### config.mk
export PLATFORM = sky130hd
export DESIGN_NAME = n2_ic_fill_asm_flat
export DESIGN_NICKNAME = d
export VERILOG_FILES = /design/src/rtl/n2_ic_fill_asm_if.sv /design/src/rtl/n2_ic_fill_asm.sv /design/src/flat_wrapper.sv
export SDC_FILE = /design/constraint.sdc
export NUM_CORES = 1
export LEC_CHECK = 0
export CORE_MARGIN = 10
export CORE_UTILIZATION = 40
export CTS_CLUSTER_DIAMETER = 30
export DETAILED_ROUTE_END_ITERATION = 10
export HOLD_SLACK_MARGIN = 0.1
export PLACE_DENSITY = 0.71
export SLEW_MARGIN = 20
export SYNTH_ARGS = -nofsm -noshare
export SYNTH_HDL_FRONTEND = slang
export SYNTH_SLANG_ARGS = --single-unit
### constraint.sdc
create_clock -name l2clk -period 3.1 [get_ports l2clk]
set_input_delay 0.31 -clock l2clk [delete_from_list [all_inputs] [get_ports l2clk]]
set_output_delay 0.31 -clock l2clk [all_outputs]
set_load 0.01 [all_outputs]
### src/rtl/n2_ic_fill_asm_if.sv
// Return-beat and fill-write bundle between the L2 return path, the fill
// assembler and the fetch-control arbiter / I-cache data array.
interface n2_ic_fill_asm_if #(
  parameter int BEATS   = 4,
  parameter int INSTR_W = 32,
  parameter int IDX_W   = 6
);
  localparam int LINE_W = 2 * BEATS * (INSTR_W + 1);

  logic                   beat_vld;
  logic [2*INSTR_W-1:0]   beat_data;
  logic                   beat_err;
  logic [IDX_W-1:0]       beat_index;
  logic [2:0]             beat_way;
  logic                   beat_rdy;
  logic                   fill_abort;
  logic                   fill_wr_req;
  logic                   fill_wr_ack;
  logic [LINE_W-1:0]      cmu_ic_data;
  logic [IDX_W-1:0]       fill_index;
  logic [2:0]             fill_wrway;
  logic                   fill_err;
  logic                   fill_par_inj;

  // Return path and arbiter side
  modport master (
    output beat_vld, beat_data, beat_err, beat_index, beat_way,
           fill_abort, fill_wr_ack, fill_par_inj,
    input  beat_rdy, fill_wr_req, cmu_ic_data, fill_index, fill_wrway, fill_err
  );

  // Assembler side
  modport slave (
    input  beat_vld, beat_data, beat_err, beat_index, beat_way,
           fill_abort, fill_wr_ack, fill_par_inj,
    output beat_rdy, fill_wr_req, cmu_ic_data, fill_index, fill_wrway, fill_err
  );
endinterface

### src/rtl/n2_ic_fill_asm.sv
// I-cache fill assembler: packs BEATS two-instruction L2 beats into one parity-protected line
// and holds it as a write request. Optional slot-0 parity inject: N2_IC_FILL_PAR_INJ_EN.
module n2_ic_fill_asm #(
  parameter int BEATS   = 4,
  parameter int INSTR_W = 32,
  parameter int IDX_W   = 6
) (
  input  logic              l2clk,
  input  logic              rst_l,
  n2_ic_fill_asm_if.slave   fill_if
);
  localparam int SLOT_W = INSTR_W + 1;
  localparam int SLOTS  = 2 * BEATS;
  localparam int CNT_W  = $clog2(BEATS);

  typedef enum logic [1:0] {IDLE, ACCUM, REQ} state_t;

  state_t              state_reg;
  logic [CNT_W-1:0]    cnt_reg;
  logic                beat_rdy_reg;
  logic                fill_wr_req_reg;
  logic                fill_err_reg;
  logic [IDX_W-1:0]    fill_index_reg;
  logic [2:0]          fill_wrway_reg;
  logic [SLOT_W-1:0]   slot_reg [SLOTS];
  logic [SLOT_W-1:0]   beat_slot [2];
  logic                xfer;
  logic                inj_bit;

  assign xfer = fill_if.beat_vld && beat_rdy_reg;

`ifdef N2_IC_FILL_PAR_INJ_EN
  assign inj_bit = fill_if.fill_par_inj;
`else
  logic unused_par_inj;
  assign unused_par_inj = fill_if.fill_par_inj;
  assign inj_bit        = 1'b0;
`endif

  // Even parity per instruction, computed as the beat arrives
  genvar gi;
  generate
    for (gi = 0; gi < 2; gi++) begin : g_beat_slot
      assign beat_slot[gi] = {^fill_if.beat_data[gi*INSTR_W +: INSTR_W],
                              fill_if.beat_data[gi*INSTR_W +: INSTR_W]};
    end
    for (gi = 0; gi < SLOTS; gi++) begin : g_line_out
      assign fill_if.cmu_ic_data[gi*SLOT_W +: SLOT_W] = slot_reg[gi];
    end
  endgenerate

  assign fill_if.beat_rdy    = beat_rdy_reg;
  assign fill_if.fill_wr_req = fill_wr_req_reg;
  assign fill_if.fill_err    = fill_err_reg;
  assign fill_if.fill_index  = fill_index_reg;
  assign fill_if.fill_wrway  = fill_wrway_reg;

  always_ff @(posedge l2clk or negedge rst_l) begin
    if (!rst_l) begin
      state_reg       <= IDLE;
      cnt_reg         <= '0;
      beat_rdy_reg    <= 1'b1;
      fill_wr_req_reg <= 1'b0;
      fill_err_reg    <= 1'b0;
      fill_index_reg  <= '0;
      fill_wrway_reg  <= '0;
      for (int i = 0; i < SLOTS; i++) slot_reg[i] <= '0;
    end else begin
      case (state_reg)
        IDLE: begin
          if (xfer) begin
            fill_index_reg <= fill_if.beat_index;
            fill_wrway_reg <= fill_if.beat_way;
            slot_reg[0]    <= {beat_slot[0][INSTR_W] ^ inj_bit, beat_slot[0][INSTR_W-1:0]};
            slot_reg[1]    <= beat_slot[1];
            fill_err_reg   <= fill_if.beat_err;
            cnt_reg        <= CNT_W'(1);
            state_reg      <= ACCUM;
          end
        end
        ACCUM: begin
          // Abort takes priority over a beat presented in the same cycle
          if (fill_if.fill_abort) begin
            state_reg    <= IDLE;
            cnt_reg      <= '0;
            fill_err_reg <= 1'b0;
          end else if (xfer) begin
            slot_reg[{cnt_reg, 1'b0}] <= beat_slot[0];
            slot_reg[{cnt_reg, 1'b1}] <= beat_slot[1];
            fill_err_reg <= fill_err_reg | fill_if.beat_err;
            if (cnt_reg == CNT_W'(BEATS - 1)) begin
              state_reg       <= REQ;
              cnt_reg         <= '0;
              beat_rdy_reg    <= 1'b0;
              fill_wr_req_reg <= 1'b1;
            end else begin
              cnt_reg <= cnt_reg + CNT_W'(1);
            end
          end
        end
        REQ: begin
          if (fill_if.fill_wr_ack) begin
            state_reg       <= IDLE;
            beat_rdy_reg    <= 1'b1;
            fill_wr_req_reg <= 1'b0;
          end
        end
        default: state_reg <= IDLE;
      endcase
    end
  end
endmodule

### src/flat_wrapper.sv
// flat-port wrapper written by rule: the top's interface ports become plain ports
module n2_ic_fill_asm_flat 
#(
  parameter int BEATS   = 4,
  parameter int INSTR_W = 32,
  parameter int IDX_W   = 6
)
  (l2clk, rst_l, fill_if_beat_vld, fill_if_beat_data, fill_if_beat_err, fill_if_beat_index, fill_if_beat_way, fill_if_fill_abort, fill_if_fill_wr_ack, fill_if_fill_par_inj, fill_if_beat_rdy, fill_if_fill_wr_req, fill_if_cmu_ic_data, fill_if_fill_index, fill_if_fill_wrway, fill_if_fill_err);
  n2_ic_fill_asm_if #(.BEATS(BEATS), .INSTR_W(INSTR_W), .IDX_W(IDX_W)) fill_if_i ();
  input  logic l2clk;
  input  logic rst_l;
  input wire logic [$bits(fill_if_i.beat_vld)-1:0] fill_if_beat_vld;
  input wire logic [$bits(fill_if_i.beat_data)-1:0] fill_if_beat_data;
  input wire logic [$bits(fill_if_i.beat_err)-1:0] fill_if_beat_err;
  input wire logic [$bits(fill_if_i.beat_index)-1:0] fill_if_beat_index;
  input wire logic [$bits(fill_if_i.beat_way)-1:0] fill_if_beat_way;
  input wire logic [$bits(fill_if_i.fill_abort)-1:0] fill_if_fill_abort;
  input wire logic [$bits(fill_if_i.fill_wr_ack)-1:0] fill_if_fill_wr_ack;
  input wire logic [$bits(fill_if_i.fill_par_inj)-1:0] fill_if_fill_par_inj;
  output wire logic [$bits(fill_if_i.beat_rdy)-1:0] fill_if_beat_rdy;
  output wire logic [$bits(fill_if_i.fill_wr_req)-1:0] fill_if_fill_wr_req;
  output wire logic [$bits(fill_if_i.cmu_ic_data)-1:0] fill_if_cmu_ic_data;
  output wire logic [$bits(fill_if_i.fill_index)-1:0] fill_if_fill_index;
  output wire logic [$bits(fill_if_i.fill_wrway)-1:0] fill_if_fill_wrway;
  output wire logic [$bits(fill_if_i.fill_err)-1:0] fill_if_fill_err;
  assign fill_if_i.beat_vld = fill_if_beat_vld;
  assign fill_if_i.beat_data = fill_if_beat_data;
  assign fill_if_i.beat_err = fill_if_beat_err;
  assign fill_if_i.beat_index = fill_if_beat_index;
  assign fill_if_i.beat_way = fill_if_beat_way;
  assign fill_if_i.fill_abort = fill_if_fill_abort;
  assign fill_if_i.fill_wr_ack = fill_if_fill_wr_ack;
  assign fill_if_i.fill_par_inj = fill_if_fill_par_inj;
  assign fill_if_beat_rdy = fill_if_i.beat_rdy;
  assign fill_if_fill_wr_req = fill_if_i.fill_wr_req;
  assign fill_if_cmu_ic_data = fill_if_i.cmu_ic_data;
  assign fill_if_fill_index = fill_if_i.fill_index;
  assign fill_if_fill_wrway = fill_if_i.fill_wrway;
  assign fill_if_fill_err = fill_if_i.fill_err;
  n2_ic_fill_asm #(.BEATS(BEATS), .INSTR_W(INSTR_W), .IDX_W(IDX_W)) u_core (.l2clk(l2clk), .rst_l(rst_l), .fill_if(fill_if_i));
endmodule
# --- Word-level counts from Yosys, hierarchy flattened ---
# Index checks and enable logic that the tools add are counted.
classes:
  addsub: 1
  n_lt_le_gt_ge: 4
  eq_ne: 10
  muxes: 34
  n_bitwise: 4
  n_reduce_logical: 14
ops:
  columns: ["op", "count"]
  rows:
  - ["bitwise mux 264 bit", 2]
  - ["2-to-1 mux 264 bit", 2]
  - ["demux 33 bit (select 3 bit)", 2]
  - ["one-hot mux 66 bit (2 select lines)", 1]
  - ["2-to-1 mux 33 bit", 2]
  - ["2-to-1 mux 66 bit", 1]
  - ["parity 32 bit", 2]
  - ["2-to-1 mux 2 bit", 8]
  - ["2-to-1 mux 1 bit", 11]
  - [">= comparator 4 bit (second input constant)", 2]
  - ["< comparator 4 x 1 -> 1 bit (second input constant)", 2]
  - ["NOT 3 -> 4 bit", 2]
  - ["AND reduction 4 bit", 2]
  - ["inequality test 2 x 1 -> 1 bit (second input constant)", 3]
  - ["inequality test 3 x 2 -> 1 bit (second input constant)", 2]
  - ["one-hot mux 1 bit (2 select lines)", 3]
  - ["one-hot mux 2 bit (3 select lines)", 1]
  - ["AND reduction 3 bit", 2]
  - ["AND reduction 5 bit", 1]
  - ["== test 2 bit (second input constant)", 2]
  - ["inequality test 2 bit (second input constant)", 2]
  - ["one-hot mux 2 bit (2 select lines)", 1]
  - ["nonzero test 2 bit", 2]
  - ["logical AND 1 bit", 3]
  - ["other kinds (6)", 6]
totals:
  register_bits: 280
  output_inout_bits: 276
  word_cells: 82

# --- Depth between registers and ports, before layout ---
# Gate-level depths: netlist of the first run.
depth:
  ltp_word: 10
  mapped_depth: 8

# --- Least setup slack after synthesis of the first run ---
# No wires, ideal clock.
synth_timing:
  kind: "register to register"
  start: "register u_core.beat_rdy_reg (netlist: u_core.fill_if.beat_rdy)"
  end: "register u_core.slot_reg, in the netlist u_core.fill_if.cmu_ic_data[24]"
  setup_ns: 0.125
  arrival_time_ns: 1.954
  t_required_ns: 2.975
  path_slack_ns: 1.021
  stages_incl_launch_ff: 8
  n_path_buf: 3
  cell_sequence: "dfstp_2 -> nand2_1 -> or2_1 -> buf_2 -> a21oi_1 -> buf_2 -> buf_2 -> mux2_2"
synth_between:
  elab_chain_cells: 3
  word_cells_on_any_way: 4
synth_lines:
  columns: ["item", "line", "text"]
  rows:
  - ["from (decl)", "n2_ic_fill_asm.sv:20", "logic beat_rdy_reg;"]
  - ["from (signal assigned)", "n2_ic_fill_asm.sv:62", "beat_rdy_reg <= 1'b1;"]
  - ["from (signal assigned)", "n2_ic_fill_asm.sv:94", "beat_rdy_reg <= 1'b0;"]
  - ["from (signal assigned)", "n2_ic_fill_asm.sv:104", "beat_rdy_reg <= 1'b1;"]
  - ["logical AND 1 bit *", "n2_ic_fill_asm.sv:30", "assign xfer = fill_if.beat_vld && beat_rdy_reg;"]
  - ["inequality test 2 x 1 -> 1 bit (no line)", null, null]
  - ["AND reduction 4 bit (no line) *", null, null]
  - ["to (signal, indexed assignment)", "n2_ic_fill_asm.sv:88", "slot_reg[{cnt_reg, 1'b0}] <= beat_slot[0];"]
  - ["to (signal, indexed assignment)", "n2_ic_fill_asm.sv:89", "slot_reg[{cnt_reg, 1'b1}] <= beat_slot[1];"]
  - ["to (decl)", "n2_ic_fill_asm.sv:25", "logic [SLOT_W-1:0] slot_reg [SLOTS];"]
# Every way passes the cells marked *; elsewhere a longest branch is shown, timed or not.
# A chain may end at the register's enable or synchronous reset.

# --- Worst setup path after layout of the first run ---
layout_timing:
  start: "register u_core.beat_rdy_reg (netlist: u_core.fill_if.beat_rdy)"
  end: "register u_core.slot_reg, in the netlist u_core.fill_if.cmu_ic_data[28]"
# The elaborated chain is that of the path after synthesis.

==> impl_metrics.py, run 1 <==
metrics = {
    "finish": {
        "area_growth_pct": 53.4,
        "drive_above_1_share_pct": 34.3,
        "multi_input_area_sq_um": 3880,
        "layout.nets": 1164,
        "fill_cells": 2074,
        "postLayoutCoreUtil_pct": 62.7,
        "final_cells": 1500,
        "ff_latch_area_sq_um": 7010,
        "largest_reg_flops": 264,
    },
    "synth": {
        "yosysTopAreaCell": "dfrtp_1",
        "yosysSeqAreaShare_pct": 63.3,
        "ys.flop_type": "dfrtp_1",
        "postSynthCellCount": 687,
        "synth_edf_count": 0,
        "syn-mean-instance-area_sq_um": 16.1,
        "ys_ff_latch": 280,
        "synthArstFlopShare_pct": 100,
        "syn-num-nets": 771,
        "yosysTopAreaCellShare_pct": 63.0,
        "yosys_warnings": 0,
        "synth_most_common_cell": "dfrtp_1",
        "synth_top_cells_by_count": "dfrtp_1, mux2_2, xnor2_1, buf_2, buf_6",
        "synthTopCellsByArea": "dfrtp_1, mux2_2, xnor2_1, buf_2, buf_6",
        "syn_area_sq_um": 11100,
        "ys_types": 26,
    },
    "hold_path": {
        "hold_class": "input port to async pin",
    },
    "clocking": {
        "cts_sinks": 280,
        "h-tree-depth": 2,
        "path_clk_slew_ps": 50,
        "worstSkewPairLatency_ps": 540,
        "ctsResizeCount": 0,
        "cts-root-buf": "clkbuf_16",
        "cts_tree": "built",
        "cts_buffer_depth": 3,
        "cts_inserted_buffers": 56,
    },
    "timing": {
        "drv_slew": 0,
        "skew_ps": 11.7,
        "period_needed_ps": 2290,
        "slew_headroom_pct": 57.4,
        "setup_viol": 0,
        "fin_crit_sh_pct": 73.9,
        "fmax_mhz": 436,
        "hold_viol": 0,
        "hold_ws_ps": 205,
        "rsz0062_at_grt": "no",
        "setup-tns-final_ps": 0,
        "tightest_slew_ps": 640,
    },
    "global_routing": {
        "gr-usage-all-layers_pct": 17.9,
        "antenna_found_initial": 1,
        "globalRouteOverflowTotal": 0,
        "grt_pass1_vias": 7953,
        "grt_pass1_wl_um": 49200,
        "grt_max_degree": 116,
    },
    "run": {
        "cap_violations": 0,
    },
    "die": {
        "die_area_sq_um": 34800,
        "start_util_pct": 40.9,
        "die_h_um": 186,
        "core_sq_um": 27100,
        "io_pins": 356,
        "placementRows": 60,
        "fp.dieW_um": 186,
    },
    "route": {
        "vias_per_cell": 4.75,
        "drtIter0Drc": 264,
        "vias": 7118,
        "drc": 0,
        "first_pass_iters": 4,
        "antenna_left": 0,
        "wl_um": 31800,
        "wl_per_cell_um": 21.2,
    },
    "critical_path": {
        "critPathKind": "flip-flop to flip-flop",
        "cp.arrival_ps": 2710,
        "critPathCaptureType": "flip-flop",
        "startpoint_type": "flip-flop",
        "critPathRequiredTime_ps": 3510,
        "critPathMaxFanout": 30,
    },
    "place": {
        "dp.cells": 1393,
        "numPortBuffers": 354,
        "gp_congestion": 0.762,
        "dp_hpwl_um": 22200,
    },
    "power_and_ir_drop": {
        "p_leak_nw": 7.65,
        "vdd_ir_drop_max_v": 0.000732,
        "power_density_nw_per_um2": 1040,
    },
    "status": {
        "status": "finished clean",
    },
}
[final cells by class]
cell class | instances | area share, %
flip-flops and latches | 280 | 41.2
multi-input cells | 372 | 22.8
repair buffers | 366 | 21.7
clock buffers | 82 | 9.77
well taps | 372 | 2.74
clock inverters | 23 | 1.61
inverters | 4 | 0.0883
diodes | 1 | 0.0147
[per-stage QoR]
step,cell area (sq um),worst slack [ps],total power [mW]
6_report,17000,808,17.7
3_3_place_gp,15100,543,11.7
2_1_floorplan,11100,1020,8.11
3_5_place_dp,15100,516,11.9
5_1_grt,17000,692,18.6
4_1_cts,17000,784,18.0
[layer usage]
layer / wire length [um] / GRT usage, % / part of all wire [%] / vias up
met4: 1140 / 7.91 / 3.6 / 0
met5: 0 / 0 / 0 / -
met3: 2500 / 6.31 / 7.9 / 69
met2: 15600 / 29.9 / 49 / 255
li1: - / - / - / 3229
met1: 12600 / 20.2 / 40 / 3565
[placed cells by master, fill, tap and decap left out]
cell type	instances
o22ai_1	1
or2_1	1
bufinv_16	5
a32oi_1	1
dfrtp_1	279
clkinv_4	2
clkdlybuf4s50_1	353
clkinvlp_4	6
nor3_1	1
clkbuf_16	57
xor2_1	6
clkbuf_1	11
o21ai_0	3
nor2_1	5
dfstp_2	1
inv_6	3
nand2_1	3
xnor2_1	56
nor3_4	1
mux2_2	273
buf_4	7
a21oi_1	6
clkbuf_8	14
dlygate4sd3_1	1
inv_1	4
nand2_4	3
a31oi_1	2
clkinv_2	7
ha_1	4
a21oi_4	1
a22oi_1	1
nor2_2	1
o21bai_1	1
diode_2	1
buf_12	4
a211oi_1	1
buf_8	1
nand2b_1	1
[report_power, final]
group          total, mW  switching [mW]  internal, mW
Sequential          5.76           0.714          5.04
Clock               5.98            1.88          4.10
Combinational       6.01            2.40          3.61
Total               17.7            4.99          12.7
[critical path, stage by stage (launching register included)]
cell,delay (ps)
dfstp_2,560
nand2_1,120
or2_1,340
a21oi_4,470
buf_12,280
mux2_2,360
[final timing paths]
check | startpoint | endpoint | slack [ps] | depth (start not counted)
max | u_core.fill_if.beat_rdy | u_core.fill_if.cmu_ic_data[28] | 810 | 5
max reg2reg | u_core.fill_if.beat_rdy | u_core.fill_if.cmu_ic_data[28] | 810 | 5
min | rst_l | u_core.fill_if.cmu_ic_data[74] | 200 | 2
max in group asynchronous | rst_l | u_core.fill_if.cmu_ic_data[126] | 1980 | 3
min in group l2clk | fill_if_beat_index[3] | u_core.fill_if.fill_index[3] | 380 | 2
min reg2reg | u_core.fill_if.cmu_ic_data[89] | u_core.fill_if.cmu_ic_data[89] | 500 | 1
[what timing repair did]
action,CTS,global route
hold endpoints to repair,240,0
hold buffers,1,0
setup buffers,0,0
setup endpoints to repair,0,0
[logic make-up after synthesis]
| family | synth area share [%] |
|---|---|
| AND/OR/NAND/NOR | 0.734 |
| flip-flops | 63.3 |
| multiplexers | 27.7 |
| buffers and inverters | 2.01 |
| adder cells (fa/ha/maj) | 0.452 |
| XOR/XNOR | 4.90 |
| AO/OA/AOI/OAI | 0.903 |
(Power assumes the default switching activity.)
==> run 2: changes to the inputs <==
clock period = 2.2 ns   (was 3.1 ns; I/O delays follow)
==> run 2 against run 1 <==
Fmax rose by 12%. Worst setup slack got worse by 660 ps. Hold slack improved by 25 ps. Global-route usage rose by 0.46 points. Register-to-register slack got worse by 660 ps. Non-clock buffer count rose by 52. Total power rose by 44%. First-iteration DRC count rose by 19%. Flip-flop and latch count did not move. Count of clock-buffer cells in the layout fell by 4. Die area did not move. Largest cell class unchanged. Largest power group is now the clock network.
==> impl_metrics.py, run 2 (synthesis gave the netlist of run 1 again) <==
metrics = {
    "critical_path": {
        "critPathMaxFanout": 32,
        "critPathRequiredTime_ps": 2620,
        "slowest_stage": "dfstp_2",
        "crit_top_cell": "buf_12",
        "r2r_end": "u_core.fill_if.cmu_ic_data[94]",
        "slowest_delay_ps": 570,
        "critPathKind": "flip-flop to flip-flop",
        "r2r-start": "u_core.fill_if.beat_rdy",
        "reg2reg_setup_slack_ps": 150,
        "worst-path-buf-inv": 2,
        "startpoint_type": "flip-flop",
        "r2r_cells": 7,
        "critPathCaptureType": "flip-flop",
        "cp_top_family": "simple AND/OR/NAND/NOR gates",
        "timing.critical_path.cells": "nand2_1, or2_4, nor3_4, buf_12, nand2_4, buf_12, mux2_2",
        "cp.arrival_ps": 2470,
    },
    "die": {
        "placementRows": 60,
        "core_sq_um": 27100,
        "die_h_um": 186,
        "start_util_pct": 40.9,
        "die_area_sq_um": 34800,
        "io_pins": 356,
        "fp.dieW_um": 186,
    },
    "clocking": {
        "worstSkewPairLatency_ps": 540,
        "h-tree-depth": 2,
        "path_clk_slew_ps": 50,
        "cts_sinks": 280,
        "cts_tree": "built",
        "cts_buffer_depth": 3,
        "cts_inserted_buffers": 56,
        "cts-root-buf": "clkbuf_16",
    },
    "global_routing": {
        "grt_pass1_vias": 8227,
        "globalRouteOverflowTotal": 0,
        "gr-usage-all-layers_pct": 18.4,
        "grt_max_degree": 68,
        "grt_pass1_wl_um": 50600,
        "antenna_found_initial": 0,
    },
    "route": {
        "drtIter0Drc": 314,
        "vias": 7301,
        "wl_um": 32500,
        "first_pass_iters": 6,
        "antenna_left": 0,
        "drc": 0,
        "vias_per_cell": 4.71,
        "wl_per_cell_um": 21.0,
    },
    "finish": {
        "drive_above_1_share_pct": 37.4,
        "num_antenna_cells": 0,
        "final_common_cell": "clkdlybuf4s50_1",
        "largest_reg_flops": 264,
        "area_growth_pct": 58.8,
        "fill_cells": 2013,
        "most-common-layout-cells": "clkdlybuf4s50_1, dfrtp_1, mux2_2, clkbuf_16, xnor2_1",
        "layout.nets": 1216,
    },
    "place": {
        "numPortBuffers": 354,
        "pre_cts_ws_ps": -109,
        "dp_hpwl_um": 23200,
        "gp_congestion": 0.792,
    },
    "status": {
        "status": "finished clean",
    },
    "hold_path": {
        "hold_class": "input port to async pin",
    },
    "power_and_ir_drop": {
        "p_leak_nw": 7.99,
        "power_density_nw_per_um2": 1450,
        "totalPowerFinal_mw": 25.6,
        "vdd_ir_drop_max_v": 0.00102,
    },
    "timing": {
        "setup_viol": 0,
        "slew_headroom_pct": 62.9,
        "period_needed_ps": 2050,
        "finalWorstSetupSlack_ps": 149,
        "fmax_mhz": 487,
        "fin_crit_sh_pct": 93.2,
        "tightest_slew_ps": 556,
        "drv_slew": 0,
        "skew_ps": 11.6,
        "hold_viol": 0,
        "rsz0062_at_grt": "no",
    },
    "run": {
        "cap_violations": 0,
    },
}
[run 2: cell count changes in the layout (fill, tap and decap cells not counted), sizes merged]
cell / change
diode: -1
clkinvlp: +1
clkbuf: -4
inv: -2
bufinv: +4
buf: +52
[run 2: area by class of cell]
type	count	area, sq um	share of cell area [%]
Sequential cell	280	7010	39.8
Multi-Input combinational cell	372	3880	22.1
Inverter	4	15.0	0.0853
Clock buffer	78	1650	9.36
Clock inverter	26	395	2.25
Timing Repair Buffer	418	4180	23.8
Tap cell	372	465	2.65
[run 2: through the flow]
stage	utilization [%]	cell area (sq um)	TNS, ps	hold slack [ps]	cells
after floorplan	-	11100	0	-75.6	687
after global placement	57.3	15500	-6700	224	1444
after detailed placement	57.3	15500	-12870	229	1444
after CTS	64.8	17600	0	241	1549
after global routing	64.9	17600	0	263	1550
final	64.9	17600	0	229	1550
[run 2: worst max-delay path by stage]
stage | to | cells after the start | startpoint
after floorplan | u_core.fill_if.cmu_ic_data[24] | 7 | u_core.fill_if.beat_rdy
after global placement | u_core.fill_if.cmu_ic_data[156] | 7 | fill_if_beat_vld
after detailed placement | u_core.fill_if.cmu_ic_data[109] | 7 | fill_if_beat_vld
after CTS | u_core.fill_if.cmu_ic_data[90] | 6 | u_core.fill_if.beat_rdy
after global routing | u_core.fill_if.cmu_ic_data[163] | 7 | u_core.fill_if.beat_rdy
final | u_core.fill_if.cmu_ic_data[94] | 7 | u_core.fill_if.beat_rdy
[run 2: worst register-to-register path, cell delays in order, from the launching register on]
cell	delay [ps]
dfstp_2	570
nand2_1	90
or2_4	270
nor3_4	200
buf_12	150
nand2_4	120
buf_12	210
mux2_2	330
[run 2: where the power goes]
| part | switching, mW | internal (mW) | total, mW |
|---|---|---|---|
| Sequential | 0.985 | 7.11 | 8.09 |
| Clock | 2.71 | 6.24 | 8.95 |
| Combinational | 3.39 | 5.18 | 8.56 |
| Total | 7.08 | 18.5 | 25.6 |
[run 2: routing by layer]
metal | share of wire [%] | wire length (um) | track usage, % | up-vias
met5 | 0 | 0 | 0 | -
met4 | 2.3 | 750 | 6.00 | 0
met3 | 8.4 | 2720 | 6.95 | 51
met2 | 51 | 16400 | 31.6 | 241
met1 | 39 | 12600 | 20.5 | 3697
li1 | - | - | - | 3312
[run 2: timing repair]
| action | 4_1_cts | 5_1_grt |
|---|---|---|
| endpoints found under the setup margin | 0 | 151 |
| setup buffers | 0 | 1 |
| hold endpoints to repair | 148 | 0 |
| hold buffers | 1 | 0 |
| gates resized for setup | 0 | 1 |
==> run 3: changes to the inputs <==
PLACE_DENSITY = 0.74   (was 0.71)
==> run 3 against run 2 <==
First-iteration DRC count decreased by 13%. Fmax decreased by 1.4%. Clock skew increased by 7.1 ps. Sequential power about the same. Die area unchanged. Non-clock buffer count decreased by 2. Sequential share of layout area about the same. Count of clock-buffer cells in the layout decreased by 10. Total power increased by 0.34%. Largest power group unchanged. Highest routed layer unchanged.
==> impl_metrics.py, run 3 (synthesis gave the netlist of run 1 again) <==
metrics = {
    "global_routing": {
        "gr-usage-all-layers_pct": 18.2,
        "grt_max_degree": 78,
        "grt-busiest-layer": "met2",
        "globalRouteOverflowTotal": 0,
        "grt_use_met3_pct": 6.55,
        "grt_pass1_vias": 8139,
        "grt_pass1_wl_um": 50400,
        "met1_usage_pct": 20.2,
        "antenna_found_initial": 1,
        "met2_usage_pct": 31.7,
    },
    "place": {
        "dp_hpwl_um": 22900,
        "gp_congestion": 0.792,
        "post_dp_cell_area_sq_um": 15500,
        "pre_cts_ws_ps": -47.7,
        "numPortBuffers": 354,
    },
    "route": {
        "wl_per_cell_um": 20.8,
        "vias_per_cell": 4.75,
        "vias": 7378,
        "wl_um": 32300,
        "first_pass_iters": 4,
        "drc": 0,
        "drtIter0Drc": 273,
        "antenna_left": 0,
    },
    "power_and_ir_drop": {
        "totalPowerFinal_mw": 25.7,
        "power_density_nw_per_um2": 1460,
        "pwr-share-comb_pct": 33.5,
        "pwr-share-seq_pct": 31.6,
        "p_clk_share_pct": 34.9,
        "vdd_ir_drop_max_v": 0.000914,
        "power_switching_mw": 7.26,
        "power_report.internal_total_mw": 18.4,
        "p_sw_share_pct": 28.3,
        "p_leak_nw": 7.98,
    },
    "critical_path": {
        "critPathRequiredTime_ps": 2610,
        "r2r-start": "u_core.fill_if.beat_rdy",
        "r2r_end": "u_core.fill_if.cmu_ic_data[241]",
        "reg2reg_setup_slack_ps": 120,
        "critPathKind": "flip-flop to flip-flop",
        "r2r_cells": 7,
        "critPathMaxFanout": 44,
        "cp.arrival_ps": 2490,
        "critPathCaptureType": "flip-flop",
        "startpoint_type": "flip-flop",
    },
    "finish": {
        "fin_area_sq_um": 17600,
        "layout.nets": 1215,
        "postLayoutCoreUtil_pct": 64.9,
        "area_growth_pct": 58.9,
        "fill_cells": 1961,
        "most-common-layout-cells": "clkdlybuf4s50_1, dfrtp_1, mux2_2, clkbuf_16, xnor2_1",
        "final_common_cell": "clkdlybuf4s50_1",
        "largest_reg_flops": 264,
        "drive_above_1_share_pct": 37.8,
    },
    "die": {
        "start_util_pct": 40.9,
        "core_sq_um": 27100,
        "die_area_sq_um": 34800,
        "fp.dieW_um": 186,
        "io_pins": 356,
        "die_h_um": 186,
        "placementRows": 60,
    },
    "timing": {
        "drv_slew": 0,
        "setup-tns-final_ps": 0,
        "setup_viol": 0,
        "slew_headroom_pct": 58.0,
        "fmax_mhz": 480,
        "tightest_slew_ps": 631,
        "hold_viol": 0,
        "period_needed_ps": 2080,
        "skew_ps": 18.7,
        "rsz0062_at_grt": "no",
        "fin_crit_sh_pct": 94.6,
        "finalWorstSetupSlack_ps": 119,
    },
    "clocking": {
        "cts_tree": "built",
        "cts_inserted_buffers": 57,
        "cts-root-buf": "clkbuf_16",
        "worstSkewPairLatency_ps": 550,
        "cts_sinks": 280,
        "h-tree-depth": 2,
        "cts_buffer_depth": 3,
        "ctsResizeCount": 0,
        "path_clk_slew_ps": 50,
    },
    "run": {
        "cap_violations": 0,
    },
    "hold_path": {
        "hold_class": "input port to async pin",
    },
    "status": {
        "status": "finished clean",
    },
}
[run 3: cell count changes in the layout (fill, tap and decap cells not counted), sizes merged]
| cell | before | now |
|---|---|---|
| clkbuf | 78 | 68 |
| clkinv | 9 | 14 |
| clkinvlp | 7 | 12 |
| diode | 0 | 1 |
| buf | 64 | 62 |
| inv | 5 | 9 |
[run 3: worst max-delay path by stage]
stage                             from                               to  slack, ps
3_5_place_dp          fill_if_beat_vld  u_core.fill_if.cmu_ic_data[100]        -50
3_3_place_gp          fill_if_beat_vld   u_core.fill_if.cmu_ic_data[92]         -3
5_1_grt        u_core.fill_if.beat_rdy  u_core.fill_if.cmu_ic_data[241]         20
6_report       u_core.fill_if.beat_rdy  u_core.fill_if.cmu_ic_data[241]        120
2_1_floorplan  u_core.fill_if.beat_rdy   u_core.fill_if.cmu_ic_data[24]        120
4_1_cts        u_core.fill_if.beat_rdy   u_core.fill_if.cmu_ic_data[99]         70
[run 3: per-layer routing]
layer,vias to the layer above,share of wire [%]
met1,3767,38
li1,3320,-
met4,0,2.4
met2,245,51
met5,-,0
met3,46,7.7
[run 3: power groups by stage]
stage          registers [mW]  clock network (mW)  logic (mW)
6_report                 8.12                8.96        8.60
3_5_place_dp             8.16                   0        8.70
3_3_place_gp             8.05                   0        8.60
2_1_floorplan            8.99                   0        2.43
4_1_cts                  8.12                9.10        8.79
5_1_grt                  8.36                9.38        9.11
[run 3: critical path, stage by stage, from the launching register on]
cell	delay (ps)
dfstp_2	570
nand2_1	80
or2_1	290
nor3_4	210
buf_4	170
nand2_4	70
buf_12	220
mux2_2	310
[run 3: repair_timing]
action,in CTS,in global routing
endpoints found under the setup margin,0,25
endpoints found under the hold margin,70,0
hold buffers,1,0
setup buffers,0,2
[run 3: stage by stage]
stage,hold WS [ps],instances
3_5_place_dp,269,1441
4_1_cts,267,1550
5_1_grt,274,1553
2_1_floorplan,-75.6,687
6_report,275,1553
3_3_place_gp,262,1441
[run 3: cell type report]
type	count	area [sq um]	share of cell area, %
Sequential cell	280	7010	39.8
Inverter	4	15.0	0.0853
Clock inverter	40	500	2.84
Multi-Input combinational cell	372	3880	22.1
Tap cell	372	465	2.64
Clock buffer	68	1560	8.86
Timing Repair Buffer	416	4170	23.7
Antenna cell	1	2.50	0.0142
